==> config.mk <==
export PLATFORM = sky130hd
export DESIGN_NAME = buffer_pop_ctrl
export DESIGN_NICKNAME = d
export VERILOG_FILES = /design/src/rtl/buffer_pop_ctrl.sv
export SDC_FILE = /design/constraint.sdc
export NUM_CORES = 1
export LEC_CHECK = 0
export CAP_MARGIN = 10
export CORE_MARGIN = 1
export CORE_UTILIZATION = 46
export DETAILED_ROUTE_END_ITERATION = 8
export GPL_TIMING_DRIVEN = 1
export PLACE_DENSITY_LB_ADDON = 0.08
export SETUP_SLACK_MARGIN = 0.1
export SLEW_MARGIN = 30
export SYNTH_ARGS = -nofsm -noshare
export SYNTH_HDL_FRONTEND = slang
export SYNTH_HIERARCHICAL = 1
export SYNTH_SLANG_ARGS = --single-unit
==> constraint.sdc <==
create_clock -name clk -period 1.8 [get_ports clk]
set_input_delay 0.27 -clock clk [delete_from_list [all_inputs] [get_ports clk]]
set_output_delay 0.27 -clock clk [all_outputs]
set_load 0.01 [all_outputs]
==> src/rtl/buffer_pop_ctrl.sv <==
// buffer_pop_ctrl: drain stage sitting directly behind a buffer with a
// one-cycle registered read port. It issues pops only when the buffer has
// data, no upstream push shares the cycle, and the skid queue has room for
// everything already committed. Returned words are captured into a small
// circular queue that feeds a valid/ready consumer stream.

// Safety properties for the pop controller, kept apart from the datapath.
module buffer_pop_ctrl_chk #(
  parameter int SKID_DEPTH = 2,
  parameter int CW         = 2
) (
  input logic          clk,
  input logic          rst_n,
  input logic          pop,
  input logic          up_push,
  input logic          buf_is_empty,
  input logic          enq,
  input logic          deq,
  input logic [CW-1:0] occupancy
);

  // Popping an empty buffer would trip the buffer's own error flag.
  a_no_pop_empty: assert property (@(posedge clk) disable iff (rst_n)
    !(pop && buf_is_empty));

  // The buffer forbids a push and a pop in the same cycle.
  a_no_pop_push: assert property (@(posedge clk) disable iff (rst_n)
    !(pop && up_push));

  // A returning word must always find a free slot in the skid queue.
  a_no_overflow: assert property (@(posedge clk) disable iff (rst_n)
    !(enq && !deq && (occupancy == CW'(SKID_DEPTH))));

endmodule

module buffer_pop_ctrl #(
  parameter int DATA_WIDTH = 8,
  parameter int SKID_DEPTH = 2
) (
  input  logic                               clk,
  input  logic                               rst_n,
  input  logic                               enable,
  input  logic                               up_push,
  input  logic                               buf_is_empty,
  input  logic [DATA_WIDTH-1:0]              buf_data,
  input  logic                               buf_err,
  input  logic                               err_clr,
  output logic                               pop_en,
  output logic                               pop,
  output logic                               m_valid,
  output logic [DATA_WIDTH-1:0]              m_data,
  input  logic                               m_ready,
  output logic [$clog2(SKID_DEPTH+1)-1:0]    occupancy,
  output logic                               err_sticky
);

  localparam int CW = $clog2(SKID_DEPTH + 1);
  localparam int PW = (SKID_DEPTH > 1) ? $clog2(SKID_DEPTH) : 1;
  localparam logic [CW:0]   DEPTH_W  = (CW + 1)'(SKID_DEPTH);
  localparam logic [PW-1:0] LAST_PTR = PW'(SKID_DEPTH - 1);

  typedef enum logic [1:0] {
    ST_IDLE  = 2'd0,
    ST_RUN   = 2'd1,
    ST_DRAIN = 2'd2,
    ST_ERR   = 2'd3
  } state_t;

  state_t                state;
  logic                  inflight;
  logic [PW-1:0]         wr_ptr;
  logic [PW-1:0]         rd_ptr;
  logic [DATA_WIDTH-1:0] mem [SKID_DEPTH];

  logic                  deq;
  logic                  enq;
  logic [CW:0]           credit_used;
  logic [PW-1:0]         rd_ptr_nxt;
  logic [CW-1:0]         occ_nxt;
  logic [DATA_WIDTH-1:0] head_nxt;

  // Circular pointer advance that wraps at the last queue slot.
  function automatic logic [PW-1:0] ptr_inc(input logic [PW-1:0] p);
    logic [PW-1:0] r;
    if (p == LAST_PTR) begin
      r = {PW{1'b0}};
    end else begin
      r = p + PW'(1);
    end
    return r;
  endfunction

  // Pop decision: credit counts queued words plus the word still in flight,
  // minus the head leaving this cycle, so a full-rate stream never overflows.
  always_comb begin
    deq         = m_valid & m_ready;
    enq         = inflight;
    credit_used = {1'b0, occupancy} + {{CW{1'b0}}, inflight} - {{CW{1'b0}}, deq};
    pop         = (state == ST_RUN) & ~buf_is_empty & ~up_push & (credit_used < DEPTH_W);
    pop_en      = pop;
  end

  // Next queue bookkeeping and the word that will sit at the head after this edge.
  always_comb begin
    occ_nxt  = occupancy;
    head_nxt = m_data;
    if (deq) begin
      rd_ptr_nxt = ptr_inc(rd_ptr);
    end else begin
      rd_ptr_nxt = rd_ptr;
    end
    case ({enq, deq})
      2'b10:   occ_nxt = occupancy + CW'(1);
      2'b01:   occ_nxt = occupancy - CW'(1);
      default: occ_nxt = occupancy;
    endcase
    // When the queue would otherwise be empty the arriving word becomes head.
    if (enq && (occupancy == CW'(deq))) begin
      head_nxt = buf_data;
    end else begin
      head_nxt = mem[rd_ptr_nxt];
    end
  end

  // Control FSM; a buffer error overrides every state and latches the sticky flag.
  always_ff @(posedge clk) begin
    if (rst_n) begin
      state      <= ST_IDLE;
      err_sticky <= 1'b0;
    end else if (buf_err) begin
      state      <= ST_ERR;
      err_sticky <= 1'b1;
    end else begin
      case (state)
        ST_IDLE: begin
          if (enable && !err_sticky) begin
            state <= ST_RUN;
          end
        end
        ST_RUN: begin
          if (!enable) begin
            state <= ST_DRAIN;
          end
        end
        ST_DRAIN: begin
          if (enable) begin
            state <= ST_RUN;
          end else if (!inflight && (occupancy == {CW{1'b0}})) begin
            state <= ST_IDLE;
          end
        end
        ST_ERR: begin
          if (err_clr) begin
            state      <= ST_IDLE;
            err_sticky <= 1'b0;
          end
        end
        default: begin
          state <= ST_IDLE;
        end
      endcase
    end
  end

  // Read-latency tracking and skid queue storage; in-flight words land in any state.
  always_ff @(posedge clk) begin
    if (rst_n) begin
      inflight  <= 1'b0;
      wr_ptr    <= {PW{1'b0}};
      rd_ptr    <= {PW{1'b0}};
      occupancy <= {CW{1'b0}};
      m_valid   <= 1'b0;
      m_data    <= {DATA_WIDTH{1'b0}};
      for (int i = 0; i < SKID_DEPTH; i++) begin
        mem[i] <= {DATA_WIDTH{1'b0}};
      end
    end else begin
      inflight <= pop;
      if (enq) begin
        mem[wr_ptr] <= buf_data;
        wr_ptr      <= ptr_inc(wr_ptr);
      end
      rd_ptr    <= rd_ptr_nxt;
      occupancy <= occ_nxt;
      m_valid   <= (occ_nxt != {CW{1'b0}});
      // An emptied queue keeps the last head value on m_data.
      if (occ_nxt != {CW{1'b0}}) begin
        m_data <= head_nxt;
      end
    end
  end

  buffer_pop_ctrl_chk #(
    .SKID_DEPTH (SKID_DEPTH),
    .CW         (CW)
  ) u_chk (
    .clk          (clk),
    .rst_n        (rst_n),
    .pop          (pop),
    .up_push      (up_push),
    .buf_is_empty (buf_is_empty),
    .enq          (enq),
    .deq          (deq),
    .occupancy    (occupancy)
  );

endmodule
Word level (Yosys, flattened, before mapping)
Memories as Yosys holds them, arrays and structs flattened.
Index checks and enable logic that the tools add are counted.
Widths: inputs -> output; s select.

cells by class
  add/subtract/negate cells = 6
  order comparisons = 1
  equality and inequality tests = 10
  muxes and demuxes = 23
  bitwise logic cells = 6
  reduce and logical (&&, ||, !) cells = 13

operators by type and width
  kind                 number
  $mux 8               2
  $mux 1               13
  $mux 2               6
  $ne 3x3->1 const B   3
  $pmux 2 s4           1
  $reduce_or 8->1      1
  $eq 2x2->1 const B   3
  $reduce_bool 2->1    3
  $and 1x1->1          4
  $eq 2x1->1 const B   2
  $logic_not 2->1      2
  $ne 4x4->1 const B   1
  $pmux 2 s2           1
  $reduce_and 4->1     1
  $add 2x1->3          1
  $logic_and 1x1->1    3
  $lt 3x2->1 const B   1
  $sub 3x1->3          1
  $add 1x1->1 const B  2
  $add 2x1->2 const B  1
  $eq 2x1->1           1
  $logic_not 1->1      2
  $not 1->1            2
  $reduce_and 2->1     1
  $sub 2x1->2 const B  1

word-level totals
  bits in registers = 17
  RAM bits = 16
  input port bits = 16
  output and inout bits = 14
  word-level logic and storage cells = 68
  memories = 1

memory list
  name  words  bits a word  rd ports  clocked after Yosys merged registers in  write ports  RTL line  text
  mem   2      8            1         0                                        2            73        logic [DATA_WIDTH-1:0] mem [SKID_DEPTH];

Longest topological paths before layout
  depth after elaboration = 6
  mapped depth = 8
  depth with buffers taken out = 8

Worst setup path before layout
No wires, ideal clock.

  kind = register to output
  from = register m_valid
  to = output port pop_en
  data arrival time = 1808 ps
  required time = 1530 ps
  path slack = -278 ps
  cell stages (with the launch flop) = 9
  path buffers = 1
  cells stage by stage = dfxtp_1 nand2_1 xnor2_1 ha_1 inv_1 fa_1 xnor2_1 and4_1 buf_4

on the way
  word-level cells in the longest chain between the ends = 4

ends and longest elaborated chain
  what                    RTL line  text
  start, declared         50        output logic m_valid,
  start signal, assigned  185       m_valid <= (occ_nxt != {CW{1'b0}});
  $and 1x1->1             96        deq = m_valid & m_ready;
  $sub 3x1->3             98        credit_used = {1'b0, occupancy} + {{CW{1'b0}}, inflight} - {{CW{1'b0}}, deq};
  $lt 3x2->1              99        pop = (state == ST_RUN) & ~buf_is_empty & ~up_push & (credit_used < DEPTH_W);
  $and 1x1->1             99
  end, declared           48        output logic pop_en,

No other way between the ends.

Worst setup path in the final report
  from = register m_valid
  to = output port pop

on the way
  word-level cells in the longest chain between the ends = 4

ends and longest elaborated chain
  what           RTL line  text
  $and 1x1->1    96
  $sub 3x1->3    98
  $lt 3x2->1     99
  $and 1x1->1    99
  end, declared  49        output logic pop,

No other way between the ends.

==> out/summary.txt <==
CTS tree = built
Die area = 3760 um^2
Clock skew = 0.0119 ns
Setup CP Type = flip-flop to output port
Pwr dens = 1160 nW/um^2
Final core occ = 0.695
Fin area = 2340 um^2
Hold WC Path Type = flip-flop to flip-flop
Status = finished, violations left
Vias in the first global route = 1300
Routed wl met3 = 149 um
CTS clk-pin slew, worst paths = 0.11 ns
Core Area = 3360 um^2
WL met2 = 2.09 mm
Comb power frac = 0.478
Routed vias = 1367
Largest fanout on the critical path = 3
Later-pin clock latency in the skew report = 0.33 ns
Initial DRC Count = 64
Final hold vios = 0
Nets = 215
Net Switching = 0.914 mW
Initial Util = 0.482
Max Cap Viol = 0
Min cycle time layout = 2.25 ns
Pre-antenna DRT Iters = 4
Drt total wl = 4.01 mm
FF+latch count, synth = 33
Register area share after synthesis = 0.507
Highest Signal Layer = met4
Largest net degree at the start of global routing = 18
Predominant post-synthesis flop cell = dfxtp_1
Root Driver = clkbuf_4
Postcts setup bufs = 0
Syn Nets = 166
Switching share of power = 0.338
Critical Path AT = 1.98 ns
Setup Viol. Count Final = 2
Fillers = 274
Area growth syn-to-layout = 44.2%
Worst EP required = 1.53 ns
Vias per cell = 5.60
WL per Instance = 16.4 um
RSZ-0062 raised after global routing = yes
Pint = 1.79 mW
Ys Warns = 6
IO Pins = 30
Syn Inst Count = 148
Tcrit/Tclk final = 1.25
ANT cells = 0
Slew HR = 0.637
Hold Slack = 0.483 ns
Routability cong. = 0.755
Post-synth ARST share = 0
Die height = 61.4 um
Worst slew pin tran = 0.541 ns
Num Clock Sinks = 33
Cts bufs inserted = 5
Row Count = 21
DRT antenna net count = 0
Initial antenna violation count = 0
Worst setup EP type = output port
VDD IR max = 656 uV
Htree depth = 2
Critical path launch point type = flip-flop
M1 WL = 1.69 mm
Register share of total power = 0.363
Synth Cell Area = 1620 um^2
Clk pwr share = 0.159
F_max = 444 MHz
Pre-CTS setup slack = -0.997 ns
Cts hold-fix bufs = 0
GRT Total Usage = 0.236
Global-route wire length before repair = 6.27 mm
Avg Cell Area, Syn = 10.9 um^2
Post-DP Area = 2110 um^2
Fraction of layout instances using a drive strength above 1 = 0.328
Gr ovfl total = 0
Clk buf depth = 2
Chip width = 61.4 um
Leak = 0.852 nW
EDFF count, synth = 16
Setup slack after layout = -0.452 ns
Pwr Total = 2.70 mW
Slew Viols, Final = 0
Port buffer count = 29
HPWL after DPL = 2.70 mm
Failing checks = negative setup slack
Number of remaining DRC errors = 0
Synth cell types = 41
-- flip-flops by register name, summed over array words and instances (netlist names) --
| signal | count |
|---|---|
| m_data | 8 |
| occupancy | 2 |
| m_valid | 1 |
| rd_ptr | 1 |
| wr_ptr | 1 |
| mem | 16 |
| err_sticky | 1 |
| enq | 1 |
| state | 2 |
-- area by class of cell --
type | instances | area [um^2] | area share
Clock buffer | 6 | 51.3 | 0.0220
Clock inverter | 2 | 8.76 | 0.00375
Inverter | 6 | 26.3 | 0.0112
Multi-Input combinational cell | 101 | 886 | 0.379
Sequential cell | 33 | 830 | 0.355
Tap cell | 46 | 57.6 | 0.0246
Timing Repair Buffer | 50 | 477 | 0.204
-- path summary, 6_finish.rpt --
path / from / to / slack (ns) / cells past startpoint
min reg2reg: m_data[4]$_SDFFE_PP0P_ / m_data[4]$_SDFFE_PP0P_ / 0.48 / 2
max: m_valid$_SDFF_PP0_ / pop / -0.45 / 7
max reg2reg: m_valid$_SDFF_PP0_ / enq$_SDFF_PP0_ / 0.08 / 7
min: m_data[4]$_SDFFE_PP0P_ / m_data[4]$_SDFFE_PP0P_ / 0.48 / 2
-- through the flow --
step	TNS, ns	cells
after floorplan	-0.0958	148
after global placement	-5.34	236
after detailed placement	-6.92	236
after CTS	-0.988	244
after global routing	-1.04	244
final	-0.897	244
-- critical path: stages, from the launching register on --
cell	delay, ns
dfxtp_4	0.37
nand2_4	0.07
xnor2_4	0.16
ha_4	0.15
inv_2	0.03
fa_2	0.51
and4_4	0.25
buf_6	0.11
-- cell usage after synthesis (all sizes together), types with 3 or more instances --
master | n | area share
buf | 4 | 0.024
nand2 | 10 | 0.023
clkbuf | 4 | 0.0093
and2 | 17 | 0.066
inv | 6 | 0.014
dfxtp | 17 | 0.21
edfxtp | 16 | 0.30
nor2b | 10 | 0.048
a311oi | 8 | 0.043
o32ai | 8 | 0.043
xnor2 | 3 | 0.016
a21boi | 8 | 0.037
nor2 | 8 | 0.019
-- what timing repair did --
item	CTS	global route
resized for setup	20	23
setup endpoints to repair	28	12
pin swaps	4	6
-- placed cells by master, fill, tap and decap left out, types with 2 or more instances in the layout --
master	instances
nor2b_1	8
dfxtp_4	2
and2_1	17
buf_4	16
dfxtp_1	14
a311oi_1	3
clkdlybuf4s50_1	26
nor2_1	7
buf_6	6
o32ai_1	2
a21boi_0	8
o21ai_0	2
xnor2_1	2
clkbuf_4	5
nand2_1	9
o32ai_2	6
nor2b_4	2
inv_1	4
edfxtp_1	16
nand3b_1	2
a21oi_1	2
a311oi_2	5
nor3_2	2
-- kinds of logic after synthesis --
| kind of cell | Yosys count | share of synthesized area |
|---|---|---|
| fa+ha+maj | 2 | 0.0201 |
| simple gates | 57 | 0.206 |
| buf+inv | 14 | 0.0471 |
| flops | 33 | 0.507 |
| xor+xnor | 4 | 0.0216 |
| compound gates | 38 | 0.198 |
-- power by group through the flow --
| stage | Clock [mW] | Sequential (mW) | Combinational, mW |
|---|---|---|---|
| global route | 0.473 | 0.993 | 1.37 |
| global placement | 0 | 0.985 | 1.03 |
| CTS | 0.435 | 0.974 | 1.14 |
| detailed placement | 0 | 0.991 | 1.05 |
| finish | 0.431 | 0.981 | 1.29 |
| floorplan | 0 | 1.04 | 0.470 |
-- layer usage --
layer / vias up / global-route usage
met5: - / 0
met4: 0 / 0.0476
met3: 12 / 0.0588
met2: 46 / 0.394
met1: 666 / 0.312
li1: 643 / -
Note: power is estimated with default switching activity, not from simulation.
